==> src/rtl/div_seq_if.sv <==
// div_seq_if: request/result bundle of the sequential divider.
// master = requester (execute stage), slave = divider.
interface div_seq_if #(
    parameter int WIDTH = 32
);
    logic             start;
    logic             sign_mode;
    logic [WIDTH-1:0] dividend;
    logic [WIDTH-1:0] divisor;
    logic [WIDTH-1:0] q;
    logic [WIDTH-1:0] r;
    logic             busy;
    logic             done;
    logic             div_zero;

    modport master (
        output start, sign_mode, dividend, divisor,
        input  q, r, busy, done, div_zero
    );

    modport slave (
        input  start, sign_mode, dividend, divisor,
        output q, r, busy, done, div_zero
    );
endinterface

==> src/rtl/div_seq.sv <==
// div_seq: falling-edge non-restoring divider, signed/unsigned, 1 bit/clock.
// Option DIV_EARLY_ZERO_EN: zero divisor skips RUN (1-cycle result).
module div_seq #(
    parameter int WIDTH = 32
) (
    input logic      clock,
    input logic      reset_n,
    div_seq_if.slave bus
);
    localparam int CW = $clog2(WIDTH) + 1;

    typedef enum logic [1:0] {
        IDLE,
        RUN,
        FIX
    } state_t;

    state_t           state;
    logic [CW-1:0]    cnt;
    logic [WIDTH-1:0] dvs;
    logic [WIDTH-1:0] quo;
    logic [WIDTH-1:0] dvd_raw;
    logic [WIDTH:0]   rem;
    logic             q_neg;
    logic             r_neg;
    logic             zero;

    logic [WIDTH-1:0] q_reg;
    logic [WIDTH-1:0] r_reg;
    logic             busy_reg;
    logic             done_reg;
    logic             dz_reg;

    logic             a_neg;
    logic             b_neg;
    logic [WIDTH-1:0] a_mag;
    logic [WIDTH-1:0] b_mag;
    logic [WIDTH:0]   shifted;
    logic [WIDTH:0]   rem_nxt;
    logic [WIDTH-1:0] r_mag;
    logic [WIDTH-1:0] q_fin;
    logic [WIDTH-1:0] r_fin;

    // Operand signs and magnitudes as seen at acceptance.
    always_comb begin
        a_neg = bus.sign_mode & bus.dividend[WIDTH-1];
        b_neg = bus.sign_mode & bus.divisor[WIDTH-1];
        a_mag = a_neg ? -bus.dividend : bus.dividend;
        b_mag = b_neg ? -bus.divisor : bus.divisor;
    end

    // One non-restoring step: add or subtract by the sign of the old remainder.
    always_comb begin
        shifted = {rem[WIDTH-1:0], quo[WIDTH-1]};
        if (rem[WIDTH]) begin
            rem_nxt = shifted + {1'b0, dvs};
        end else begin
            rem_nxt = shifted - {1'b0, dvs};
        end
    end

    // Remainder correction, sign application and divide-by-zero override.
    always_comb begin
        r_mag = rem[WIDTH] ? rem[WIDTH-1:0] + dvs : rem[WIDTH-1:0];
        q_fin = q_neg ? -quo : quo;
        r_fin = r_neg ? -r_mag : r_mag;
        if (zero) begin
            q_fin = '1;
            r_fin = dvd_raw;
        end
    end

    // Control FSM with datapath registers and registered outputs.
    always_ff @(negedge clock or negedge reset_n) begin
        if (!reset_n) begin
            state    <= IDLE;
            cnt      <= '0;
            dvs      <= '0;
            quo      <= '0;
            dvd_raw  <= '0;
            rem      <= '0;
            q_neg    <= 1'b0;
            r_neg    <= 1'b0;
            zero     <= 1'b0;
            q_reg    <= '0;
            r_reg    <= '0;
            busy_reg <= 1'b0;
            done_reg <= 1'b0;
            dz_reg   <= 1'b0;
        end else begin
            unique case (state)
                IDLE: begin
                    done_reg <= 1'b0;
                    if (bus.start) begin
                        dvs      <= b_mag;
                        quo      <= a_mag;
                        rem      <= '0;
                        q_neg    <= a_neg ^ b_neg;
                        r_neg    <= a_neg;
                        zero     <= (bus.divisor == '0);
                        dvd_raw  <= bus.dividend;
                        cnt      <= '0;
                        busy_reg <= 1'b1;
`ifdef DIV_EARLY_ZERO_EN
                        state    <= (bus.divisor == '0) ? FIX : RUN;
`else
                        state    <= RUN;
`endif
                    end
                end
                RUN: begin
                    rem <= rem_nxt;
                    quo <= {quo[WIDTH-2:0], ~rem_nxt[WIDTH]};
                    cnt <= cnt + CW'(1);
                    if (cnt == CW'(WIDTH - 1)) begin
                        state <= FIX;
                    end
                end
                FIX: begin
                    q_reg    <= q_fin;
                    r_reg    <= r_fin;
                    dz_reg   <= zero;
                    done_reg <= 1'b1;
                    busy_reg <= 1'b0;
                    state    <= IDLE;
                end
                default: begin
                    state <= IDLE;
                end
            endcase
        end
    end

    assign bus.q        = q_reg;
    assign bus.r        = r_reg;
    assign bus.busy     = busy_reg;
    assign bus.done     = done_reg;
    assign bus.div_zero = dz_reg;
endmodule

==> src/flat_wrapper.sv <==
// flat-port wrapper written by rule: the top's interface ports become plain ports
module div_seq_flat 
#(
    parameter int WIDTH = 32
)
  (clock, reset_n, bus_start, bus_sign_mode, bus_dividend, bus_divisor, bus_q, bus_r, bus_busy, bus_done, bus_div_zero);
  div_seq_if #(.WIDTH(WIDTH)) bus_i ();
  input logic clock;
  input logic reset_n;
  input wire logic [$bits(bus_i.start)-1:0] bus_start;
  input wire logic [$bits(bus_i.sign_mode)-1:0] bus_sign_mode;
  input wire logic [$bits(bus_i.dividend)-1:0] bus_dividend;
  input wire logic [$bits(bus_i.divisor)-1:0] bus_divisor;
  output wire logic [$bits(bus_i.q)-1:0] bus_q;
  output wire logic [$bits(bus_i.r)-1:0] bus_r;
  output wire logic [$bits(bus_i.busy)-1:0] bus_busy;
  output wire logic [$bits(bus_i.done)-1:0] bus_done;
  output wire logic [$bits(bus_i.div_zero)-1:0] bus_div_zero;
  assign bus_i.start = bus_start;
  assign bus_i.sign_mode = bus_sign_mode;
  assign bus_i.dividend = bus_dividend;
  assign bus_i.divisor = bus_divisor;
  assign bus_q = bus_i.q;
  assign bus_r = bus_i.r;
  assign bus_busy = bus_i.busy;
  assign bus_done = bus_i.done;
  assign bus_div_zero = bus_i.div_zero;
  div_seq #(.WIDTH(WIDTH)) u_core (.clock(clock), .reset_n(reset_n), .bus(bus_i));
endmodule
==> config.mk <==
export PLATFORM = sky130hd
export DESIGN_NAME = div_seq_flat
export DESIGN_NICKNAME = d
export VERILOG_FILES = /design/src/rtl/div_seq_if.sv /design/src/rtl/div_seq.sv /design/src/flat_wrapper.sv
export SDC_FILE = /design/constraint.sdc
export NUM_CORES = 1
export LEC_CHECK = 0
export CORE_AREA = 10 10 170 172
export CTS_CLUSTER_SIZE = 28
export DETAILED_ROUTE_END_ITERATION = 12
export DIE_AREA = 0 0 180 182
export PLACE_DENSITY = 0.81
export REMOVE_ABC_BUFFERS = 1
export SETUP_SLACK_MARGIN = 0.05
export SYNTH_ARGS = -nofsm -noshare
export SYNTH_HDL_FRONTEND = slang
export SYNTH_SLANG_ARGS = --single-unit
export TNS_END_PERCENT = 5
==> constraint.sdc <==
create_clock -name clock -period 6.8 [get_ports clock]
set_input_delay 0.68 -clock clock [delete_from_list [all_inputs] [get_ports clock]]
set_output_delay 0.68 -clock clock [all_outputs]
set_load 0.01 [all_outputs]
# Yosys cells after proc, flatten, opt, wreduce, memory -nomap -nowiden
# Index checks and enable logic that the tools add are counted.
# classes
eq_ne,5
n_reduce_logical,8
n_bitwise,4
addsub,8
mux,20
# ops
op,n
two-way mux 32 bit,8
negator 32 bit,4
two-way mux 33 bit,2
case mux 33 bit (2 select lines),1
case mux 32 bit (2 select lines),1
adder 33 x 32 -> 33 bit,1
subtractor 33 x 32 -> 33 bit,1
adder 32 bit,1
zero test 32 bit,1
case mux 6 bit (2 select lines),1
AND reduction 2 bit,4
adder 6 x 1 -> 6 bit (second input constant),1
equality test 6 x 5 -> 1 bit (second input constant),1
two-way mux 6 bit,1
two-way mux 2 bit,2
case mux 1 bit (2 select lines),2
case mux 2 bit (2 select lines),1
nonzero test 2 bit,2
AND 1 bit,2
equality test 2 x 1 -> 1 bit (second input constant),1
equality test 2 bit (second input constant),1
zero test 2 bit,1
!= test 2 x 1 -> 1 bit (second input constant),1
!= test 2 bit (second input constant),1
3 further kinds,3
# word_totals
input_bits,68
reg_bits,207
out_inout_bits,67

# Logic depth before layout (Yosys ltp)
# Gate-level depths: netlist of the first run.
# depth
ltp_word,5
ltp_mapped,23
depth_no_buf,19

==> reports/summary.txt, run 1 <==
Status -> finished, final reports clean
CORE AREA -> 0.02562 mm²
Pin count of the biggest net entering global routing -> 101
TritonCTS Buffers -> 24
Post-synthesis sequential area ratio -> 0.3492
Hold/Removal Path Class -> register to register
Biggest register -> u_core.rem
Synth warn -> 0
#FFs+latches synth -> 207
Row Count -> 59
H-tree depth -> 1
Drt drc -> 0
Final Cell Area -> 0.01758 mm²
Worst Max-Slew Pin Slew -> 1.024 ns
Io pins -> 135
Final hold vios -> 0
Nets -> 2075
Overflow after GRT -> 0
Fin. max-slew vios -> 0
Max-cap viol count -> 0
Post-CTS Setup Bufs -> 0
DR vias/cell -> 5.925
Routed Wire Length -> 39.82 mm
Worst path required time -> 3.75 ns
Routability Congestion -> 0.9463
Mapped Cells -> 1811
Number of gates resized after cts -> 0
Sink Count -> 207
Syn avg cell area -> 8.191 µm²
Critical Path AT -> 3.32 ns
Slew Limit Headroom -> 0.3175
Die ar. -> 0.03276 mm²
Setup-failing EPs final -> 0
CP max-delay cell -> clkdlybuf4s50_1
Hold slack -> 0.4234 ns
Crit path max fanout -> 2
Netlist cell types -> 79
Crit end category -> register
Skew final -> 0.008081 ns
Root buffer cell -> clkbuf_16
HPWL after detailed placement -> 30.34 mm
Initial Utilization -> 0.5791
EDFF count, synth -> 0
Ys flop type -> dfrtn_1
Number of port buffers -> 134
Initial antenna violation count -> 0
Ratio of cells with drive above 1 in the final layout -> 0.06448
Die Wd -> 180 µm
Worst-path cell chain -> clkdlybuf4s50_1 -> nor3_1 -> nand2b_1 -> nor4_1 -> buf_4 -> nand2_1 -> or2_2 -> nor3_1 -> buf_4 -> and2_0 -> nand2_1 -> o41ai_1 -> xor2_1 -> o21ai_0
Wire length per cell -> 17.39 µm
Unrepaired setup endpoints after global routing -> false
Pre-CTS WS -> -0.07658 ns
Die Y -> 182 µm
Area Growth Syn to Fin -> 18.50%
Vias in the first global route -> 13190
GRT Overall Usage -> 0.2343
Lkg Pwr -> 7.586 nW
Max reg flops -> 33
Cts hold-fix bufs -> 0
Worst vdd ir -> 0.0002162 V
Max Root-Sink Buffers -> 3
FFs w/ async S/R, synth -> 1.000
Crit start category -> input pin
Via count -> 13570
Iter 0 DRT Violations -> 1019
WP buf/inv -> 3
First-pass GRT wire length -> 65.65 mm
Clock transition at the registers of the reported paths -> 0.04 ns
Setup TNS -> 0 ns
Detail Route Antenna Nets -> 0
First-pass detailed-route iteration total -> 6
CP peak stage delay -> 0.43 ns
Critical path type -> input pin to register
Power per cell area -> 483.1 mW/mm²
Worst skew pair latency -> 0.52 ns
Top cell family by delay on the critical path -> simple AND/OR/NAND/NOR gates
Fin worst setup slack -> 0.4328 ns
CTS tree -> yes
Post-Syn Area -> 0.01483 mm²
Post-DP Area -> 0.01674 mm²
cells by family (layout without fill, tap and decap cells):
kind of cell / Yosys count / in the layout / share of synthesized area
compound gates: 573 / 573 / 0.2357
xor+xnor: 195 / 195 / 0.1161
fa+ha+maj: 71 / 71 / 0.06090
buf+inv: 131 / 274 / 0.03332
flops: 207 / 207 / 0.3492
mux: 31 / 31 / 0.02151
other cells: 0 / 1 / 0
simple gates: 603 / 603 / 0.1834
final timing paths:
path | from | endpoint | slack, ns | cells past startpoint
hold / removal | u_core.dvd_raw[12] | u_core.dvd_raw[12] | 0.42 | 2
max in group asynchronous | reset_n | u_core.dvs[15] | 2.45 | 2
setup reg to reg | u_core.dvs[3] | u_core.rem[32] | 1.48 | 17
setup / recovery | bus_dividend[4] | u_core.quo[29] | 0.43 | 14
hold reg to reg | u_core.dvd_raw[12] | u_core.dvd_raw[12] | 0.42 | 2
min in group asynchronous | reset_n | u_core.quo[12] | 3.43 | 1
cell type report:
type                            count  area (µm²)
Multi-Input combinational cell   1473        9201
Fill cell                        2055        8038
Sequential cell                   207        5180
Timing Repair Buffer              183        1763
Clock buffer                       37       720.7
Tap cell                          335       419.2
Inverter                           47       176.4
Clock inverter                      7       115.1
Antenna cell                        1       2.502
stage by stage:
stage               power, mW  instances    util
finish                  8.492       2290  0.6862
global route            9.234       2289  0.6861
CTS                     8.460       2289  0.6861
detailed placement      7.064       2245  0.6535
global placement        6.941       2245  0.6535
floorplan               5.945       1727       -
cell usage after synthesis, types with 8 or more instances:
library cell | number | area share
o21ai_0 | 184 | 0.062
a22oi_1 | 22 | 0.011
a21oi_1 | 166 | 0.056
xor2_1 | 114 | 0.067
clkbuf_1 | 73 | 0.018
buf_1 | 9 | 0.0023
inv_1 | 44 | 0.011
nor2_1 | 139 | 0.035
a31oi_1 | 22 | 0.0093
o21bai_1 | 8 | 0.0040
dfrtn_1 | 207 | 0.35
mux2i_1 | 24 | 0.016
and3_1 | 10 | 0.0042
o21a_1 | 10 | 0.0051
nor4_1 | 17 | 0.0072
o22ai_1 | 21 | 0.0089
nand2b_1 | 18 | 0.0076
xnor2_1 | 80 | 0.047
o41ai_1 | 11 | 0.0065
o211ai_1 | 9 | 0.0046
o31ai_1 | 22 | 0.011
or4_1 | 10 | 0.0051
or3_1 | 13 | 0.0055
nor3_1 | 38 | 0.013
ha_1 | 69 | 0.058
nand2_1 | 286 | 0.072
nor2b_1 | 11 | 0.0046
nand3_1 | 19 | 0.0064
a211oi_1 | 11 | 0.0056
a21o_1 | 30 | 0.015
worst register-to-register path: cells and delay by family, from the launching register on:
kind,cells,cell delay [ns]
adder cells (fa/ha/maj),1,0.34
XOR/XNOR,1,0.18
buffers and inverters,1,0.06
flip-flops,1,0.41
AND/OR/NAND/NOR,5,1.51
AO/OA/AOI/OAI,9,2.63
cells in the final DEF, fill, tap and decap left out, drive strengths merged, types with 49 or more instances in the layout:
cell type and instances:
a21oi 166, buf 49, clkdlybuf4s50 133, dfrtn 207, ha 69, nand2 287, nor2 139, o21ai 188
xnor2 80, xor2 114
report_power, final:
part	internal [mW]	switching, mW
sequential	1.60	0.487
combinational	2.21	2.84
clock	0.841	0.517
layer usage:
metal  part of all wire  track usage
met1               0.45       0.3040
met2               0.47       0.3945
met3              0.058      0.03877
met4              0.022      0.06682
met5                  0            0
(Power assumes the default switching activity.)
==> run 2: changes to the inputs <==
--- a/config.mk
+++ b/config.mk
@@ -6,7 +6,7 @@
 export NUM_CORES = 1
 export LEC_CHECK = 0
 export CORE_AREA = 10 10 170 172
-export CTS_CLUSTER_SIZE = 28
+export CTS_CLUSTER_SIZE = 30
 export DETAILED_ROUTE_END_ITERATION = 12
 export DIE_AREA = 0 0 180 182
 export PLACE_DENSITY = 0.81
==> results of run 2 <==
Same layout as run 1: the final DEF is identical, and so are final timing and power.
